==> src/rtl/pipe_pkg.sv <==
// Shared pipeline-register constants and EX/MEM payload layout.
package pipe_pkg;

  localparam int unsigned EX_MEM_CTRL_W = 5;
  localparam int unsigned EX_MEM_DATA_W = 105;
  localparam int unsigned MAX_DEPTH     = 8;

  // Control-bit positions inside the ctrl bundle
  localparam int unsigned REGWRITE = 0;
  localparam int unsigned MEMTOREG = 1;
  localparam int unsigned BRANCH   = 2;
  localparam int unsigned MEMREAD  = 3;
  localparam int unsigned MEMWRITE = 4;

  // EX/MEM data field LSB offsets (FlagZero at bit 0, BA at the top)
  localparam int unsigned FLAGZERO_OFF  = 0;
  localparam int unsigned FUNCT3_OFF    = 1;
  localparam int unsigned WR_OFF        = 4;
  localparam int unsigned RD2_OFF       = 9;
  localparam int unsigned ALURESULT_OFF = 41;
  localparam int unsigned BA_OFF        = 73;

  typedef struct packed {
    logic [31:0] ba;
    logic [31:0] alu_result;
    logic [31:0] rd2;
    logic [4:0]  wr;
    logic [2:0]  funct3;
    logic        flag_zero;
  } ex_mem_data_t;

endpackage

==> src/rtl/pipe_stage_reg_if.sv <==
// Valid/ready beat carrying a control bundle and a data bundle.
interface pipe_stage_reg_if
  import pipe_pkg::*;
#(
  parameter int unsigned CTRL_W = EX_MEM_CTRL_W,
  parameter int unsigned DATA_W = EX_MEM_DATA_W
) ();

  logic              valid;
  logic              ready;
  logic [CTRL_W-1:0] ctrl;
  logic [DATA_W-1:0] data;

  modport master (output valid, output ctrl, output data, input ready);
  modport slave  (input valid, input ctrl, input data, output ready);

endinterface

==> src/rtl/pipe_slot.sv <==
// One pipeline slot: valid/ctrl/data register with load, clear and squash.
module pipe_slot
  import pipe_pkg::*;
#(
  parameter int unsigned CTRL_W = EX_MEM_CTRL_W,
  parameter int unsigned DATA_W = EX_MEM_DATA_W
) (
  input  logic              clk,
  input  logic              rst_n,
  input  logic              flush_i,
  input  logic              load_i,
  input  logic              clear_i,
  input  logic [CTRL_W-1:0] ctrl_i,
  input  logic [DATA_W-1:0] data_i,
  output logic              valid_o,
  output logic [CTRL_W-1:0] ctrl_o,
  output logic [DATA_W-1:0] data_o
);

  // Squash beats load; an emptied slot keeps its data but never its ctrl
  always_ff @(posedge clk or negedge rst_n) begin
    if (!rst_n) begin
      valid_o <= 1'b0;
      ctrl_o  <= '0;
      data_o  <= '0;
    end else if (flush_i) begin
      valid_o <= 1'b0;
      ctrl_o  <= '0;
    end else if (load_i) begin
      valid_o <= 1'b1;
      ctrl_o  <= ctrl_i;
      data_o  <= data_i;
    end else if (clear_i) begin
      valid_o <= 1'b0;
      ctrl_o  <= '0;
    end
  end

endmodule

==> src/rtl/pipe_stage_reg.sv <==
// Elastic inter-stage register: DEPTH slots, bubble collapse, flush, occupancy.
module pipe_stage_reg
  import pipe_pkg::*;
#(
  parameter  int unsigned CTRL_W = EX_MEM_CTRL_W,
  parameter  int unsigned DATA_W = EX_MEM_DATA_W,
  parameter  int unsigned DEPTH  = 1,
  localparam int unsigned CNT_W  = $clog2(DEPTH + 1)
) (
  input  logic                   clk,
  input  logic                   rst_n,
  input  logic                   flush_i,
  pipe_stage_reg_if.slave        up,
  pipe_stage_reg_if.master       dn,
  output logic [CNT_W-1:0]       count_o
);

  logic [DEPTH-1:0]  valid_q;
  logic [DEPTH-1:0]  valid_nxt_c;
  logic [CTRL_W-1:0] ctrl_q [DEPTH];
  logic [DATA_W-1:0] data_q [DEPTH];

  for (genvar k = 0; k < DEPTH; k++) begin : g_slot
    logic              src_valid;
    logic [CTRL_W-1:0] src_ctrl;
    logic [DATA_W-1:0] src_data;
    logic              nxt_accept;
    logic              move;
    logic              accept;
    logic              load;
    logic              clear;

    // Source of this slot: upstream port for slot 0, previous slot otherwise
    if (k == 0) begin : g_head
      assign src_valid = up.valid;
      assign src_ctrl  = up.ctrl;
      assign src_data  = up.data;
    end else begin : g_body
      assign src_valid = valid_q[k-1];
      assign src_ctrl  = ctrl_q[k-1];
      assign src_data  = data_q[k-1];
    end

    // Ready chain runs combinationally from the downstream ready backwards
    if (k == DEPTH - 1) begin : g_tail
      assign nxt_accept = dn.ready;
    end else begin : g_mid
      assign nxt_accept = g_slot[k+1].accept;
    end

    assign move   = valid_q[k] & nxt_accept;
    assign accept = ~valid_q[k] | move;
    assign load   = accept & src_valid;
    assign clear  = move & ~load;

    // Occupancy this slot will have after the edge
    assign valid_nxt_c[k] = ~flush_i & (load | (valid_q[k] & ~clear));

    pipe_slot #(
      .CTRL_W (CTRL_W),
      .DATA_W (DATA_W)
    ) u_slot (
      .clk     (clk),
      .rst_n   (rst_n),
      .flush_i (flush_i),
      .load_i  (load),
      .clear_i (clear),
      .ctrl_i  (src_ctrl),
      .data_i  (src_data),
      .valid_o (valid_q[k]),
      .ctrl_o  (ctrl_q[k]),
      .data_o  (data_q[k])
    );
  end

  assign up.ready = g_slot[0].accept;
  assign dn.valid = valid_q[DEPTH-1];
  assign dn.ctrl  = ctrl_q[DEPTH-1];
  assign dn.data  = data_q[DEPTH-1];

  // Occupancy count registered alongside the slot valids
  always_ff @(posedge clk or negedge rst_n) begin
    if (!rst_n) begin
      count_o <= '0;
    end else begin
      count_o <= CNT_W'($countones(valid_nxt_c));
    end
  end

endmodule

==> src/flat_wrapper.sv <==
// flat-port wrapper written by rule: the top's interface ports become plain ports
module pipe_stage_reg_flat import pipe_pkg::*;
#(
  parameter  int unsigned CTRL_W = EX_MEM_CTRL_W,
  parameter  int unsigned DATA_W = EX_MEM_DATA_W,
  parameter  int unsigned DEPTH  = 1,
  localparam int unsigned CNT_W  = $clog2(DEPTH + 1)
)
  (clk, rst_n, flush_i, count_o, up_valid, up_ctrl, up_data, up_ready, dn_valid, dn_ctrl, dn_data, dn_ready);
  pipe_stage_reg_if #(.CTRL_W(CTRL_W), .DATA_W(DATA_W)) up_i ();
  pipe_stage_reg_if #(.CTRL_W(CTRL_W), .DATA_W(DATA_W)) dn_i ();
  input  logic clk;
  input  logic rst_n;
  input  logic flush_i;
  output logic [CNT_W-1:0] count_o;
  input wire logic [$bits(up_i.valid)-1:0] up_valid;
  input wire logic [$bits(up_i.ctrl)-1:0] up_ctrl;
  input wire logic [$bits(up_i.data)-1:0] up_data;
  output wire logic [$bits(up_i.ready)-1:0] up_ready;
  output wire logic [$bits(dn_i.valid)-1:0] dn_valid;
  output wire logic [$bits(dn_i.ctrl)-1:0] dn_ctrl;
  output wire logic [$bits(dn_i.data)-1:0] dn_data;
  input wire logic [$bits(dn_i.ready)-1:0] dn_ready;
  assign up_i.valid = up_valid;
  assign up_i.ctrl = up_ctrl;
  assign up_i.data = up_data;
  assign up_ready = up_i.ready;
  assign dn_valid = dn_i.valid;
  assign dn_ctrl = dn_i.ctrl;
  assign dn_data = dn_i.data;
  assign dn_i.ready = dn_ready;
  pipe_stage_reg #(.CTRL_W(CTRL_W), .DATA_W(DATA_W), .DEPTH(DEPTH)) u_core (.clk(clk), .rst_n(rst_n), .flush_i(flush_i), .up(up_i), .dn(dn_i), .count_o(count_o));
endmodule
==> config.mk <==
export PLATFORM = sky130hd
export DESIGN_NAME = pipe_stage_reg_flat
export DESIGN_NICKNAME = d
export VERILOG_FILES = /design/src/rtl/pipe_pkg.sv /design/src/rtl/pipe_stage_reg_if.sv /design/src/rtl/pipe_slot.sv /design/src/rtl/pipe_stage_reg.sv /design/src/flat_wrapper.sv
export SDC_FILE = /design/constraint.sdc
export NUM_CORES = 1
export LEC_CHECK = 0
export ABC_AREA = 1
export CAP_MARGIN = 20
export CORE_UTILIZATION = 35
export DETAILED_ROUTE_END_ITERATION = 16
export PLACE_DENSITY = 0.76
export SLEW_MARGIN = 30
export SYNTH_ARGS = -nofsm -noshare
export SYNTH_HDL_FRONTEND = slang
export SYNTH_HIERARCHICAL = 1
export SYNTH_SLANG_ARGS = --single-unit
==> constraint.sdc <==
create_clock -name clk -period 2 [get_ports clk]
set_input_delay 0.5 -clock clk [delete_from_list [all_inputs] [get_ports clk]]
set_output_delay 0.5 -clock clk [all_outputs]
set_load 0.005 [all_outputs]
==> results.sh, run 1 <==
export IMPL_final_cells=858
export IMPL_cp_top_family="buffers and inverters"
export IMPL_slew_violations=0
export IMPL_startpoint_type="primary input"
export IMPL_grt_setup_unrepaired="no"
export IMPL_grt_remaining_overflow=0
export IMPL_tightest_slew_ns=0.493
export IMPL_dpl_cell_area_um2=6760
export IMPL_grt_pass1_vias=3912
export IMPL_drt_antenna_violating_nets=0
export IMPL_diodes=0
export IMPL_final_common_cell="nand2_1"
export IMPL_status="completed"
export IMPL_skew_ns=0.00888
export IMPL_numPortBuffers=227
export IMPL_crit_required_ns=1.50
export IMPL_path_depth=4
export IMPL_yosysWarningCount=6
export IMPL_crit_type="primary input to output pin"
export IMPL_relSlewSlack_pct=67.1
export IMPL_syn_area_per_cell_um2=8.95
export IMPL_cts_max_level=3
export IMPL_synthesis_area_um2=4290
export IMPL_p_leak_nw=3.48
export IMPL_min_path_type="primary input to asynchronous set/reset pin"
export IMPL_final_cell_mix="nand2_1 (327), clkdlybuf4s50_1 (225), dfrtp_1 (112)"
export IMPL_place_congestion=0.806
export IMPL_ys_seq_area_share_pct=65.3
export IMPL_die_area_um2=12700
export IMPL_ys_ff_latch=112
export IMPL_yosysUniqueCellTypes=13
export IMPL_ioPinCount=228
export IMPL_core_rowCount=40
export IMPL_critPathArrivalTime_ns=1.33
export IMPL_vias=3806
export IMPL_fin_crit_sh_pct=91.4
export IMPL_dp_hpwl_um=8670
export IMPL_synth_top_area_share_pct=65.3
export IMPL_reg2regPathDepth=6
export IMPL_insertion_delay_ns=0.34
export IMPL_cts_tree="done"
export IMPL_root_buffer="clkbuf_16"
export IMPL_cts_setup_buffers=0
export IMPL_stdcell_area_um2=7040
export IMPL_synth_area_top_cells="dfrtp_1 (65%), nand2_1 (29%), buf_6 (2.6%), buf_2 (0.70%), nand3_1 (0.70%)"
export IMPL_via_per_inst=4.44
export IMPL_max_clock_freq_mhz=547
export IMPL_crit_slowest_cell="clkdlybuf4s50_1"
export IMPL_core_um2=12000
export IMPL_antenna_found_initial=0
export IMPL_clk_pin_slew_worst_paths_ns=0.07
export IMPL_power_total_w=0.00592
export IMPL_grt_use_total_pct=18.4
export IMPL_endpoint="up_ready"
export IMPL_cp_startpoint="dn_ready"
export IMPL_start_util_pct=35.9
export IMPL_period_needed_ns=1.83
export IMPL_cts_sink_count=112
export IMPL_setup_tns_ns=0
export IMPL_drt_total_wl_um=11600
export IMPL_worst_path_max_fanout=2
export IMPL_drt_iter0_markers=121
export IMPL_syn_num_nets=594
export IMPL_synthCells=479
export IMPL_grt_pass1_wl_um=18700
export IMPL_placedCellCount=842
export IMPL_power_density_nw_per_um2=841
export IMPL_hold_ws_ns=0.119
export IMPL_clock_path_buffers=2
export IMPL_syn2layout_area_growth_pct=64.1
export IMPL_fp_dieH_um=113
export IMPL_layout_drive_gt1_share_pct=4.78
export IMPL_grt_max_degree=56
export IMPL_crit_path_end_kind="output pin"
export IMPL_fp_dieW_um=113
export IMPL_r2r_slack_ns=0.47
export IMPL_n_fill_cell=1004
export IMPL_numCtsBuffers=9
export IMPL_cpPeakStageDelay_ns=0.47
export IMPL_regToRegStartpoint="u_core/g_slot[0].u_slot/valid_o"
export IMPL_layout_nets=821
export IMPL_maxCapViolations=0
export IMPL_r2r_end="u_core/g_slot[0].u_slot/data_o[98]"
export IMPL_post_route_drc_count=0
export IMPL_firstDrtPassIters=4
export IMPL_cp_num_buf_inv=3
export IMPL_hold_violations=0
export IMPL_max_vdd_ir_drop_uv=378
export IMPL_setup_violations=0
export IMPL_wl_per_cell_um=13.5
export IMPL_synth_top_cell_by_area="dfrtp_1"
export IMPL_path_cells="clkdlybuf4s50_1 -> inv_1 -> nand2_2 -> dlygate4sd2_1"
==> kinds of logic (layout without fill, tap and decap cells) <==
group / after synthesis / in the layout / synth area share, %
simple gates: 338 / 338 / 29.9
buf+inv: 27 / 259 / 4.46
compound gates: 2 / 2 / 0.321
flops: 112 / 112 / 65.3
==> cell type report <==
class	count	area, um^2	area share (%)
Clock buffer	11	253	3.59
Clock inverter	5	31.3	0.444
Inverter	4	15.0	0.213
Multi-Input combinational cell	340	1310	18.6
Sequential cell	112	2800	39.8
Tap cell	147	184	2.61
Timing Repair Buffer	239	2450	34.7
==> Yosys cell counts, drive strengths merged <==
master,count
buf,18
clkbuf,5
inv,4
nand3,6
nor2,3
dfrtp,112
a21oi,2
nand2,329
==> report_power, final <==
group          leakage (nW)  switching (W)  total, W  internal (W)
Combinational          1.94       0.000532   0.00146      0.000927
Clock                 0.141       0.000767   0.00168      0.000909
Sequential             1.39       0.000189   0.00278       0.00260
==> layer usage <==
layer	vias to the layer above	part of all wire (%)	track usage, %	wire (um)
li1	1887	-	-	-
met1	1778	42	22.2	4860
met2	130	50	32.7	5820
met3	11	6.9	4.50	796
met4	0	1.0	5.42	116
met5	-	0	0	0
==> flip-flops by register name, summed over array words and instances (netlist names) <==
name / flops
u_core/g_slot.u_slot/valid_o: 1
u_core/count_o: 1
u_core/g_slot.u_slot/ctrl_o: 5
u_core/g_slot.u_slot/data_o: 105
==> worst min-delay path by stage <==
stage                                                   from                            endpoint  slack (ns)  cells after the start
after floorplan                                        rst_n                      u_core/count_o        0.20                      0
after global placement    u_core/g_slot[0].u_slot/data_o[32]  u_core/g_slot[0].u_slot/data_o[32]        0.46                      2
after detailed placement  u_core/g_slot[0].u_slot/data_o[17]  u_core/g_slot[0].u_slot/data_o[17]        0.46                      2
after CTS                                              rst_n  u_core/g_slot[0].u_slot/data_o[73]        0.14                      1
after global routing                                   rst_n  u_core/g_slot[0].u_slot/data_o[73]        0.15                      1
final                                                  rst_n  u_core/g_slot[0].u_slot/data_o[73]        0.12                      1
==> repair_timing <==
item / CTS / global route
gates resized for setup: 1 / 0
endpoints found under the setup margin: 1 / 0
hold buffers: 0 / 0
==> stage by stage <==
stage	worst slack (ns)	utilization [%]
2_1_floorplan	0.591	-
4_1_cts	0.164	58.8
5_1_grt	0.133	58.8
3_3_place_gp	-0.0940	56.5
6_report	0.172	58.8
3_5_place_dp	-0.104	56.5
Note: power is estimated with default switching activity, not from simulation.
==> inputs of run 2 (changes only) <==
--- a/config.mk
+++ b/config.mk
@@ -7,9 +7,9 @@
 export LEC_CHECK = 0
 export ABC_AREA = 1
 export CAP_MARGIN = 20
-export CORE_UTILIZATION = 35
+export CORE_UTILIZATION = 42
 export DETAILED_ROUTE_END_ITERATION = 16
-export PLACE_DENSITY = 0.76
+export PLACE_DENSITY = 0.88
 export SLEW_MARGIN = 30
 export SYNTH_ARGS = -nofsm -noshare
 export SYNTH_HDL_FRONTEND = slang
==> constraint.sdc (replaced) <==
create_clock -name clk -period 2 [get_ports clk]
set_input_delay 0.5 -clock clk [delete_from_list [all_inputs] [get_ports clk]]
set_output_delay 0.5 -clock clk [all_outputs]
set_load 0.05 [all_outputs]
==> run 2 against run 1 <==
Non-clock buffer count shrank 3. Hold slack worse by 0.052 ns. Combinational power grew 68%. Critical endpoint is now dn_data[82]. Clock power is 5% lower. Highest routed layer unchanged. Via count up 3.5%. Largest power group unchanged. First-iteration DRC count decreased by 37%. Count of clock-buffer cells in the layout stayed put. Wire length increased by 1.7%. Clock skew is 0.0021 ns lower. Largest cell class unchanged.
==> results.sh, run 2 (synthesis gave the netlist of run 1 again) <==
export IMPL_top_regs="u_core/g_slot.u_slot/data_o (105), u_core/g_slot.u_slot/ctrl_o (5)"
export IMPL_cts_setup_buffers=0
export IMPL_cts_max_level=3
export IMPL_via_per_inst=4.68
export IMPL_clk_pin_slew_worst_paths_ns=0.10
export IMPL_skew_ns=0.00682
export IMPL_slew_violations=0
export IMPL_diodes=0
export IMPL_area_sequential_um2=2800
export IMPL_cpPeakStageDelay_ns=0.55
export IMPL_final_cell_mix="nand2_1 (327), clkdlybuf4s50_1 (113), dfrtp_1 (112)"
export IMPL_cts_tree="done"
export IMPL_grt_remaining_overflow=0
export IMPL_multi_input_area_um2=1310
export IMPL_n_fill_cell=788
export IMPL_hold_ws_ns=0.0671
export IMPL_max_vdd_ir_drop_uv=595
export IMPL_grt_use_total_pct=22.5
export IMPL_crit_type="register to output pin"
export IMPL_crit_required_ns=1.50
export IMPL_tightest_slew_ns=0.519
export IMPL_final_common_cell="nand2_1"
export IMPL_drt_antenna_violating_nets=0
export IMPL_critPathArrivalTime_ns=1.30
export IMPL_crit_slowest_cell="dlygate4sd2_1"
export IMPL_root_buffer="clkbuf_8"
export IMPL_grt_setup_unrepaired="no"
export IMPL_drt_total_wl_um=11800
export IMPL_ioPinCount=228
export IMPL_startpoint_type="register"
export IMPL_setup_violations=0
export IMPL_wl_per_cell_um=14.0
export IMPL_crit_path_end_kind="output pin"
export IMPL_reg2regPathDepth=6
export IMPL_period_needed_ns=1.80
export IMPL_hold_violations=0
export IMPL_cp_startpoint="u_core/g_slot[0].u_slot/data_o[82]"
export IMPL_core_rowCount=36
export IMPL_grt_pass1_wl_um=18100
export IMPL_numPortBuffers=227
export IMPL_grt_max_degree=76
export IMPL_post_route_drc_count=0
export IMPL_regMostFlops="u_core/g_slot.u_slot/data_o"
export IMPL_grt_pass1_vias=3884
export IMPL_fp_dieW_um=103
export IMPL_place_congestion=0.763
export IMPL_relSlewSlack_pct=65.5
export IMPL_path_depth=1
export IMPL_max_clock_freq_mhz=556
export IMPL_clock_path_buffers=2
export IMPL_cp_top_family="buffers and inverters"
export IMPL_vias=3939
export IMPL_cts_sink_count=112
export IMPL_status="completed"
export IMPL_numCtsBuffers=9
export IMPL_drt_iter0_markers=76
export IMPL_dp_hpwl_um=8730
export IMPL_syn2layout_area_growth_pct=58.2
export IMPL_power_density_nw_per_um2=1000
export IMPL_core_um2=9820
export IMPL_die_area_um2=10600
export IMPL_path_cells="dlygate4sd2_1"
export IMPL_min_path_type="primary input to asynchronous set/reset pin"
export IMPL_stdcell_area_um2=6790
export IMPL_layout_nets=818
export IMPL_maxCapViolations=0
export IMPL_layout_drive_gt1_share_pct=10.9
export IMPL_worst_path_max_fanout=2
export IMPL_p_leak_nw=3.68
export IMPL_dpl_cell_area_um2=6620
export IMPL_start_util_pct=43.7
export IMPL_insertion_delay_ns=0.36
export IMPL_antenna_found_initial=0
export IMPL_regToRegStartpoint="u_core/g_slot[0].u_slot/valid_o"
export IMPL_setup_tns_ns=0
export IMPL_fp_dieH_um=103
export IMPL_largest_reg_flops=105
export IMPL_fin_crit_sh_pct=89.9
export IMPL_cp_num_buf_inv=1
export IMPL_firstDrtPassIters=4
==> run 2: changes by cell type in the layout (fill, tap and decap cells not counted), sizes merged <==
cell,change
clkinvlp,-1
buf,+44
clkdlybuf4s50,-112
dlygate4sd2,+65
bufinv,+3
clkinv,-2
==> run 2: routing by layer <==
layer,vias to the layer above,track usage (%),share of wire [%]
li1,1890,-,-
met1,1873,26.0,40
met2,153,39.8,50
met3,23,5.97,8.0
met4,0,8.88,2.1
met5,-,0,0
==> run 2: cell type report <==
type,instances,area share (%)
inverters,4,0.221
clock inverters,5,1.53
clock buffers,11,2.08
well taps,133,2.45
flip-flops and latches,112,41.3
multi-input cells,340,19.3
repair buffers,236,33.1
==> run 2: worst paths after layout <==
path	end	slack, ns
max	dn_data[82]	0.20
min	u_core/g_slot[0].u_slot/data_o[76]	0.07
max reg2reg	u_core/g_slot[0].u_slot/data_o[77]	0.53
min reg2reg	u_core/g_slot[0].u_slot/data_o[43]	0.48
max in group asynchronous	u_core/g_slot[0].u_slot/data_o[69]	1.37
min in group clk	u_core/g_slot[0].u_slot/data_o[43]	0.48
==> run 2: through the flow <==
step                      worst slack [ns]  instances  total power (W)  utilization (%)
final                                0.203        841          0.00682             69.1
after CTS                            0.189        841          0.00689             69.1
after global routing                 0.159        841          0.00714             69.1
after floorplan                      0.434        479          0.00437                -
after global placement              0.0387        825          0.00537             67.5
after detailed placement           0.00325        825          0.00544             67.5
==> run 2: timing repair <==
action	CTS	global route
gates resized for setup	66	0
hold buffers	0	0
setup endpoints to repair	66	0
==> run 2: power breakdown <==
group,internal [W],switching [W],total (W),leakage [nW]
Sequential,0.00259,0.000182,0.00278,1.39
Clock,0.000867,0.000721,0.00159,0.124
Combinational,0.000738,0.00172,0.00245,2.16
Total,0.00420,0.00262,0.00682,3.68
